<file path="src/rtl/serial_mult_pkg.sv">
// rtl/serial_mult_pkg.sv - shared state encoding and sizing helpers for the serial multiplier
package serial_mult_pkg;

    typedef enum logic [1:0] {
        IDLE,
        LOAD,
        CALC,
        OUT
    } state_e;

    // Default operand width; the product width PW is always 2*W in every user.
    localparam int DEFAULT_W = 8;

    function automatic int clog2(input int n);
        int r;
        int v;
        r = 0;
        v = n - 1;
        while (v > 0) begin
            r = r + 1;
            v = v >> 1;
        end
        return r;
    endfunction

endpackage

</file>
<file path="src/rtl/serial_mult_n_step.sv">
// rtl/serial_mult_n_step.sv - one combinational shift-add/subtract step of the multiplier core
module mult_step
    import serial_mult_pkg::*;
#(
    parameter int PW = 2 * DEFAULT_W
) (
    input  logic [PW-1:0] acc_i,
    input  logic [PW-1:0] mcand_i,
    input  logic          bit_i,
    input  logic          sub_i,
    output logic [PW-1:0] acc_o
);

    always_comb begin
        acc_o = acc_i;
        if (bit_i) begin
            acc_o = sub_i ? (acc_i - mcand_i) : (acc_i + mcand_i);
        end
    end

endmodule

</file>
<file path="src/rtl/serial_mult_n.sv">
// rtl/serial_mult_n.sv - bit-serial WxW multiplier, LSB-first operands in, 2W-bit product out
module serial_mult_n
    import serial_mult_pkg::*;
#(
    parameter int W = DEFAULT_W
) (
    input  logic CLK,
    input  logic RST,
    input  logic IE,
    input  logic SGN,
    input  logic A,
    input  logic B,
    input  logic ABORT,
    output logic O,
    output logic OV,
    output logic BUSY,
    output logic DONE
);

    localparam int PW = 2 * W;
    localparam int CW = clog2(PW);

    state_e          state_q, state_d;
    logic [CW-1:0]   cnt_q, cnt_d;
    logic [W-1:0]    a_q, a_d;
    logic [W-1:0]    b_q, b_d;
    logic            sgn_q, sgn_d;
    logic [PW-1:0]   mcand_q, mcand_d;
    logic [PW-1:0]   acc_q, acc_d;
    logic            o_q, o_d;
    logic            ov_q, ov_d;
    logic            done_q, done_d;

    logic [W-1:0]    a_ins;
    logic [W-1:0]    b_ins;
    logic [PW-1:0]   acc_step;
    logic            step_sub;

    // Operand bits are OR-ed into place by position so no captured bit is ever shifted out.
    assign a_ins    = a_q | (W'(A) << (cnt_q + 1'b1));
    assign b_ins    = b_q | (W'(B) << (cnt_q + 1'b1));
    assign step_sub = sgn_q & (cnt_q == CW'(W - 1));

    mult_step #(.PW(PW)) u_step (
        .acc_i   (acc_q),
        .mcand_i (mcand_q),
        .bit_i   (b_q[0]),
        .sub_i   (step_sub),
        .acc_o   (acc_step)
    );

    always_comb begin
        state_d = state_q;
        cnt_d   = cnt_q;
        a_d     = a_q;
        b_d     = b_q;
        sgn_d   = sgn_q;
        mcand_d = mcand_q;
        acc_d   = acc_q;
        o_d     = 1'b0;
        ov_d    = 1'b0;
        done_d  = 1'b0;

        case (state_q)
            IDLE: begin
                if (IE && !ABORT) begin
                    state_d = LOAD;
                    cnt_d   = '0;
                    a_d     = W'(A);
                    b_d     = W'(B);
                    sgn_d   = SGN;
                    acc_d   = '0;
                end
            end
            LOAD: begin
                a_d = a_ins;
                b_d = b_ins;
                if (cnt_q == CW'(W - 2)) begin
                    state_d = CALC;
                    cnt_d   = '0;
                    mcand_d = {{W{sgn_q & A}}, a_ins};
                end else begin
                    cnt_d = cnt_q + 1'b1;
                end
            end
            CALC: begin
                acc_d   = acc_step;
                mcand_d = mcand_q << 1;
                b_d     = b_q >> 1;
                if (cnt_q == CW'(W - 1)) begin
                    state_d = OUT;
                    cnt_d   = '0;
                end else begin
                    cnt_d = cnt_q + 1'b1;
                end
            end
            OUT: begin
                // The counter holds on the last bit; done_q marks the trailing return to IDLE.
                if (done_q) begin
                    state_d = IDLE;
                    cnt_d   = '0;
                end else begin
                    o_d   = acc_q[0];
                    ov_d  = 1'b1;
                    acc_d = acc_q >> 1;
                    if (cnt_q == CW'(PW - 1)) begin
                        done_d = 1'b1;
                    end else begin
                        cnt_d = cnt_q + 1'b1;
                    end
                end
            end
            default: begin
                state_d = IDLE;
            end
        endcase

        if (ABORT && (state_q != IDLE)) begin
            state_d = IDLE;
            cnt_d   = '0;
            o_d     = 1'b0;
            ov_d    = 1'b0;
            done_d  = 1'b0;
        end
    end

    always_ff @(posedge CLK) begin
        if (RST) begin
            state_q <= IDLE;
            cnt_q   <= '0;
            a_q     <= '0;
            b_q     <= '0;
            sgn_q   <= 1'b0;
            mcand_q <= '0;
            acc_q   <= '0;
            o_q     <= 1'b0;
            ov_q    <= 1'b0;
            done_q  <= 1'b0;
        end else begin
            state_q <= state_d;
            cnt_q   <= cnt_d;
            a_q     <= a_d;
            b_q     <= b_d;
            sgn_q   <= sgn_d;
            mcand_q <= mcand_d;
            acc_q   <= acc_d;
            o_q     <= o_d;
            ov_q    <= ov_d;
            done_q  <= done_d;
        end
    end

    assign O    = o_q;
    assign OV   = ov_q;
    assign DONE = done_q;
    assign BUSY = (state_q != IDLE);

endmodule

</file>
<file path="config.mk">
export PLATFORM = sky130hd
export DESIGN_NAME = serial_mult_n
export DESIGN_NICKNAME = d
export VERILOG_FILES = /design/src/rtl/serial_mult_pkg.sv /design/src/rtl/serial_mult_n_step.sv /design/src/rtl/serial_mult_n.sv
export SDC_FILE = /design/constraint.sdc
export NUM_CORES = 1
export LEC_CHECK = 0
export BUFFER_PORTS_ARGS = -buffer_cell sky130_fd_sc_hd__buf_2
export CAP_MARGIN = 5
export CORE_MARGIN = 2
export CORE_UTILIZATION = 50
export CTS_BUF_LIST = sky130_fd_sc_hd__clkbuf_16
export CTS_CLUSTER_DIAMETER = 40
export DETAILED_ROUTE_END_ITERATION = 8
export PLACE_DENSITY = 0.63
export SYNTH_ARGS = -nofsm -noshare
export SYNTH_HDL_FRONTEND = slang
export SYNTH_SLANG_ARGS = --single-unit
</file>
<file path="constraint.sdc">
create_clock -name CLK -period 4.4 [get_ports CLK]
set_input_delay 0.22 -clock CLK [delete_from_list [all_inputs] [get_ports CLK]]
set_output_delay 0.22 -clock CLK [all_outputs]
set_load 0.005 [all_outputs]
</file>
==> results of run 1 <==
-- critical path: cells and delay by family (launching register included) --
kind | cells | cell delay [ns]
flops | 1 | 0.53
simple gates | 4 | 0.93
compound gates | 5 | 1.09
fa+ha+maj | 2 | 0.84
mux | 1 | 0.34
-- state kept, by name, indices dropped and copies added, names as in the netlist --
register / flops
DONE: 1
state_q: 2
OV: 1
b_q: 8
a_q: 8
sgn_q: 1
acc_q: 16
O: 1
cnt_q: 4
mcand_q: 16
-- per-stage QoR --
step | utilization [%] | instance area [µm²] | hold slack, ns | worst slack [ns]
floorplan | - | 3920 | 0.364 | 1.12
global placement | 51.6 | 3940 | 0.437 | 0.745
detailed placement | 51.6 | 3940 | 0.452 | 0.632
CTS | 55.0 | 4210 | 0.131 | 0.605
global route | 55.0 | 4210 | 0.145 | 0.327
finish | 55.0 | 4210 | 0.126 | 0.577
-- final timing paths --
| check | from | end | slack (ns) | depth (start not counted) |
|---|---|---|---|---|
| setup / recovery | cnt_q[0] | acc_q[14] | 0.58 | 12 |
| hold / removal | SGN | sgn_q | 0.13 | 3 |
| setup reg to reg | cnt_q[0] | acc_q[14] | 0.58 | 12 |
| hold reg to reg | b_q[5] | b_q[5] | 0.46 | 2 |
-- layer usage --
layer	share of wire, %	track usage [%]	up-vias
met5	0	0	-
met4	0.99	6.09	0
met3	5.8	5.29	9
met2	45	36.4	109
met1	48	34.0	1721
li1	-	-	1802
-- placed cells by master (no fill, tap or decap), types with 12 or more instances in the layout --
cell type	synthesis	final
sky130_fd_sc_hd__a21oi_1	53	53
sky130_fd_sc_hd__o21ai_0	24	24
sky130_fd_sc_hd__nand2_1	44	44
sky130_fd_sc_hd__nor2_1	41	41
sky130_fd_sc_hd__inv_1	14	16
sky130_fd_sc_hd__ha_1	23	23
sky130_fd_sc_hd__nor3_1	21	21
sky130_fd_sc_hd__xnor2_1	14	14
sky130_fd_sc_hd__a211oi_1	12	12
sky130_fd_sc_hd__dfxtp_1	58	58
-- kinds of logic after synthesis --
kind of cell,share of synthesized area (%)
flops,29.6
fa+ha+maj,7.85
buf+inv,5.43
mux,1.63
simple gates,22.9
compound gates,27.2
xor+xnor,5.36
-- final cells by class --
class,instances,area (µm²)
multi-input combinational,389,2540
clock inverter,7,38.8
inverter,14,52.6
timing repair buffer,11,57.6
fill,703,3440
clock buffer,9,225
tap,102,128
sequential,58,1160
==> impl_summary.txt, run 1 <==
----------------------------------------------------
[Run status]
  Run status ... finished clean

[Die]
  Initial Util ... about half
  Floorplan die area ... between 8000 and 9000 µm²
  Io pins ... 11
  Core ar. ... approximately 7600 µm²
  Die height ... around 93 µm
  Die boundary width ... approximately 90 µm
  # rows ... 32

[Run]
  Max_cap viols ... 0

[Routing]
  Vias/cell ... slightly above 6
  Wire per inst ... ~17 µm
  Antenna violation net count after detailed routing ... 0
  TritonRoute pass-1 iters ... 5
  Overall via count from detail_route ... roughly 3600
  Count of routing violations after the opening detailed-route iteration ... about 230
  Post-route DRC violation count ... 0
  Wire length after detailed routing ... about 9900 µm

[Clock tree]
  Count of clock tree sinks ... a little under 60
  Total setup buffers inserted after CTS ... 0
  Number of buffers inserted during clock tree synthesis ... 9
  Root buf cell ... sky130_fd_sc_hd__clkbuf_16
  Worst-skew pair later-pin latency ... approximately 0.33 ns
  Hold-fix buffer count after cts ... 0
  H-tree depth ... 3
  Resized cells post-CTS ... 0
  Worst-path clk slew ... around 0.05 ns
  Clock Tree Buf Depth ... 2
  TritonCTS clock tree ... yes

[Synthesis]
  Register area share after synthesis ... a little under 30%
  Yosys warnings ... 0
  Net count after synthesis ... about 520
  Main flop type after synthesis ... sky130_fd_sc_hd__dfxtp_1
  Commonest cells in the netlist ... 58 x sky130_fd_sc_hd__dfxtp_1, 53 x sky130_fd_sc_hd__a21oi_1, 44 x sky130_fd_sc_hd__nand2_1
  Yosys top cell area share ... between 20 and 30%
  Synthesized area per cell ... about 8 µm²
  Most used standard cell by instance count after synthesis ... sky130_fd_sc_hd__dfxtp_1
  Share of flip-flops with an asynchronous set or reset after synthesis ... 0%
  Synth unique cells ... 67
  Count of flip-flops with a built-in enable after synthesis ... 0
  Instance count of the mapped netlist ... between 400 and 500
  Register bit count reported by yosys ... 58
  Cells taking the most area after synthesis ... sky130_fd_sc_hd__dfxtp_1 30%, sky130_fd_sc_hd__ha_1 7.3%, sky130_fd_sc_hd__a21oi_1 6.8%
  Post-synth design cell area ... roughly 3900 µm²
  Cell taking the most area after synthesis ... sky130_fd_sc_hd__dfxtp_1

[Worst setup path]
  Startpoint type of the worst setup path ... register
  Required time of the worst setup path ... 4.64 ns
  Worst setup EP type ... register
  Critical path, cell by cell ... ha_1 -> nand3b_1 -> or2_1 -> nor2_1 -> a21oi_1 -> fa_1 -> a21o_1 -> a221oi_2 -> o21ai_2 -> nor4b_2 -> mux2_1 -> a211oi_1
  Critical path data arrival time ... 4.07 ns
  Cell type of the slowest stage on the worst timing path ... sky130_fd_sc_hd__dfxtp_1
  Largest fanout on the critical path ... 11
  Critical Setup Path Class ... reg2reg
  Critical Path Max Stage Delay ... 0.53 ns

[Place]
  Post-placement cell count ... 574
  Half-perimeter wire length of the detailed placement result ... between 6000 and 7000 µm
  Routability congestion estimate ... roughly 0.84
  Port bufs ... 10

[Timing]
  Worst Skew ... 0.00677 ns
  RSZ-0062 raised after global routing ... no
  Min cycle time layout ... between 3 and 4 ns
  Total count of max-transition violations in the final report ... 0
  Final setup violation count ... 0
  Share of the clock period used by the worst path after layout ... between 80% and 90%
  Slew @ Worst Pin ... 0.839 ns
  Post-Route Setup TNS ... 0 ns
  Relative max-transition margin ... 44.1%
  Max Clk Rate ... approximately 260 MHz
  Number of hold violations in the final report ... 0

[Global route]
  Global-route usage over all layers ... a little under a quarter
  Wire length of the first global-routing pass ... roughly 16000 µm
  Grt total ovfl ... 0
  Number of global-route vias before repair ... roughly 3300
  Number of antenna violations at the first check in global routing ... 0
  Largest net degree at the start of global routing ... 44

[Final layout]
  Area Overhead vs Synth ... 7.38%
  Final nets ... ~500
  Final std cells w/o fill ... 590
  Share of final-layout standard cells stronger than drive strength 1 ... under 10%
  Antenna cell count ... 0

[Worst hold path]
  Type of the tightest min-delay check ... in2reg

----------------------------------------------------
Power of run 1 is left out: the tool's default activity adds up to more than one toggle a clock period on the data nets, which glitch-free logic cannot reach.
==> run 2: changes to the inputs <==
--- a/config.mk
+++ b/config.mk
@@ -8,11 +8,11 @@
 export BUFFER_PORTS_ARGS = -buffer_cell sky130_fd_sc_hd__buf_2
 export CAP_MARGIN = 5
 export CORE_MARGIN = 2
-export CORE_UTILIZATION = 50
+export CORE_UTILIZATION = 40
 export CTS_BUF_LIST = sky130_fd_sc_hd__clkbuf_16
 export CTS_CLUSTER_DIAMETER = 40
 export DETAILED_ROUTE_END_ITERATION = 8
-export PLACE_DENSITY = 0.63
+export PLACE_DENSITY = 0.52
 export SYNTH_ARGS = -nofsm -noshare
 export SYNTH_HDL_FRONTEND = slang
 export SYNTH_SLANG_ARGS = --single-unit
==> impl_summary.txt, run 2 (synthesized netlist as in run 1, its figures left out) <==
----------------------------------------------------
[Final layout]
  Final nets ... 514 (unchanged)
  Largest registers ... acc_q (16), mcand_q (16) (unchanged)
  Area Overhead vs Synth ... 9.51% (was 7.38%)
  Most used cells in the layout excluding fill and tap cells ... 58 x sky130_fd_sc_hd__dfxtp_1, 53 x sky130_fd_sc_hd__a21oi_1, 44 x sky130_fd_sc_hd__nand2_1 (unchanged)
  Share of final-layout standard cells stronger than drive strength 1 ... 8.21% (was 8.40%)
  Final std cells w/o fill ... 620 (was 590)
  Antenna cell count ... 0 (unchanged)
  Most common library cell in the layout ignoring fill and taps ... sky130_fd_sc_hd__dfxtp_1 (unchanged)

[Global route]
  Number of global-route vias before repair ... 3291 (was 3313)
  Global-route usage over all layers ... 20.7% (was 23.8%)
  Grt total ovfl ... 0 (unchanged)
  Largest net degree at the start of global routing ... 44 (unchanged)
  Number of antenna violations at the first check in global routing ... 0 (unchanged)
  Wire length of the first global-routing pass ... 17000 µm (was 16400 µm)

[Worst setup path]
  Slack of the worst reg-to-reg path ... 0.53 ns (was 0.58 ns)
  Critical Path Source ... cnt_q[0] (unchanged)
  Startpoint type of the worst setup path ... register (unchanged)
  Worst setup EP type ... register (unchanged)
  Required time of the worst setup path ... 4.64 ns (about the same)
  Critical path data arrival time ... 4.10 ns (was 4.07 ns)
  Critical Setup Path Class ... reg2reg (unchanged)
  FF-to-FF Start ... cnt_q[0] (unchanged)
  Largest fanout on the critical path ... 11 (unchanged)

[Timing]
  Min cycle time layout ... 3.87 ns (was 3.82 ns)
  Max Clk Rate ... 259 MHz (was 262 MHz)
  Share of the clock period used by the worst path after layout ... 87.9% (was 86.9%)
  RSZ-0062 raised after global routing ... no (unchanged)
  Relative max-transition margin ... 41.8% (was 44.1%)
  Final setup violation count ... 0 (unchanged)
  Number of hold violations in the final report ... 0 (unchanged)
  Slew @ Worst Pin ... 0.873 ns (was 0.839 ns)
  Final worst hold slack ... 0.133 ns (was 0.126 ns)
  Post-Route Setup TNS ... 0 ns (unchanged)
  Total count of max-transition violations in the final report ... 0 (unchanged)
  Worst Skew ... 0.00870 ns (was 0.00677 ns)
  Smallest setup slack after layout ... 0.533 ns (was 0.577 ns)

[Worst hold path]
  Type of the tightest min-delay check ... in2reg (unchanged)
  Worst min-delay path startpoint ... SGN (unchanged)

[Routing]
  Post-route DRC violation count ... 0 (unchanged)
  Antenna violation net count after detailed routing ... 0 (unchanged)
  Overall via count from detail_route ... 3527 (was 3641)
  Count of routing violations after the opening detailed-route iteration ... 172 (was 226)
  Vias/cell ... 5.69 (was 6.17)
  Wire length after detailed routing ... 10200 µm (was 9850 µm)
  Wire per inst ... 16.4 µm (was 16.7 µm)
  TritonRoute pass-1 iters ... 4 (was 5)

[Clock tree]
  Root buf cell ... sky130_fd_sc_hd__clkbuf_16 (unchanged)
  H-tree depth ... 3 (unchanged)
  Total setup buffers inserted after CTS ... 0 (unchanged)
  Hold-fix buffer count after cts ... 0 (unchanged)
  Clock Tree Buf Depth ... 2 (unchanged)
  Number of buffers inserted during clock tree synthesis ... 9 (unchanged)
  TritonCTS clock tree ... yes (unchanged)
  Resized cells post-CTS ... 0 (unchanged)
  Worst-skew pair later-pin latency ... 0.33 ns (about the same)
  Worst-path clk slew ... 0.06 ns (was 0.05 ns)
  Count of clock tree sinks ... 58 (unchanged)

[Run]
  Max_cap viols ... 0 (unchanged)

[Die]
  Die boundary width ... 103 µm (was 92.5 µm)
  Die height ... 103 µm (was 92.5 µm)
  Floorplan die area ... 10600 µm² (was 8560 µm²)
  Core ar. ... 9640 µm² (was 7650 µm²)
  # rows ... 36 (was 32)
  Initial Util ... 40.7% (was 51.2%)
  Io pins ... 11 (unchanged)

[Place]
  Post-placement cell count ... 605 (was 574)
  Port bufs ... 10 (unchanged)
  Half-perimeter wire length of the detailed placement result ... 7230 µm (was 6900 µm)
  Routability congestion estimate ... 0.830 (was 0.842)
  Setup slack after placement ... 0.574 ns (was 0.632 ns)

[Run status]
  Run status ... finished clean (unchanged)

----------------------------------------------------
==> run 2: worst paths after layout <==
path          endpoint  depth (start not counted)
max          acc_q[14]                         12
min              sgn_q                          3
max reg2reg  acc_q[14]                         12
min reg2reg     b_q[1]                          2
==> run 2: routing by layer <==
| layer | part of all wire (%) | routed length, µm | GRT usage (%) | up-vias |
|---|---|---|---|---|
| met1 | 51 | 5160 | 29.3 | 1670 |
| met2 | 45 | 4590 | 32.4 | 56 |
| li1 | - | - | - | 1795 |
| met3 | 3.5 | 360 | 3.86 | 6 |
| met4 | 0.64 | 65 | 4.96 | 0 |
| met5 | 0 | 0 | 0 | - |
==> run 2: critical path, cell delays in order, from the launching register on <==
cell and delay [ns]:
sky130_fd_sc_hd__dfxtp_1 0.52, sky130_fd_sc_hd__ha_1 0.39, sky130_fd_sc_hd__nand3b_1 0.16, sky130_fd_sc_hd__or2_1 0.36, sky130_fd_sc_hd__nor2_1 0.13, sky130_fd_sc_hd__a21oi_1 0.10, sky130_fd_sc_hd__fa_1 0.44, sky130_fd_sc_hd__a21o_1 0.23
sky130_fd_sc_hd__a221oi_2 0.43, sky130_fd_sc_hd__o21ai_2 0.18, sky130_fd_sc_hd__nor4b_2 0.30, sky130_fd_sc_hd__mux2_1 0.35, sky130_fd_sc_hd__a211oi_1 0.18
==> run 2: layout make-up <==
| cell class | instances | area [µm²] |
|---|---|---|
| Inverter | 14 | 52.6 |
| Sequential cell | 58 | 1160 |
| Tap cell | 133 | 166 |
| Timing Repair Buffer | 11 | 57.6 |
| Fill cell | 1013 | 5350 |
| Clock buffer | 9 | 225 |
| Clock inverter | 6 | 83.8 |
| Multi-Input combinational cell | 389 | 2540 |
==> run 2: per-stage QoR <==
stage                     cell area (µm²)  utilization, %
after floorplan                      3920               -
after global placement               3980            41.3
after detailed placement             3980            41.3
after CTS                            4290            44.5
after global routing                 4290            44.5
final                                4290            44.5
Power of run 2 is left out for the same reason.
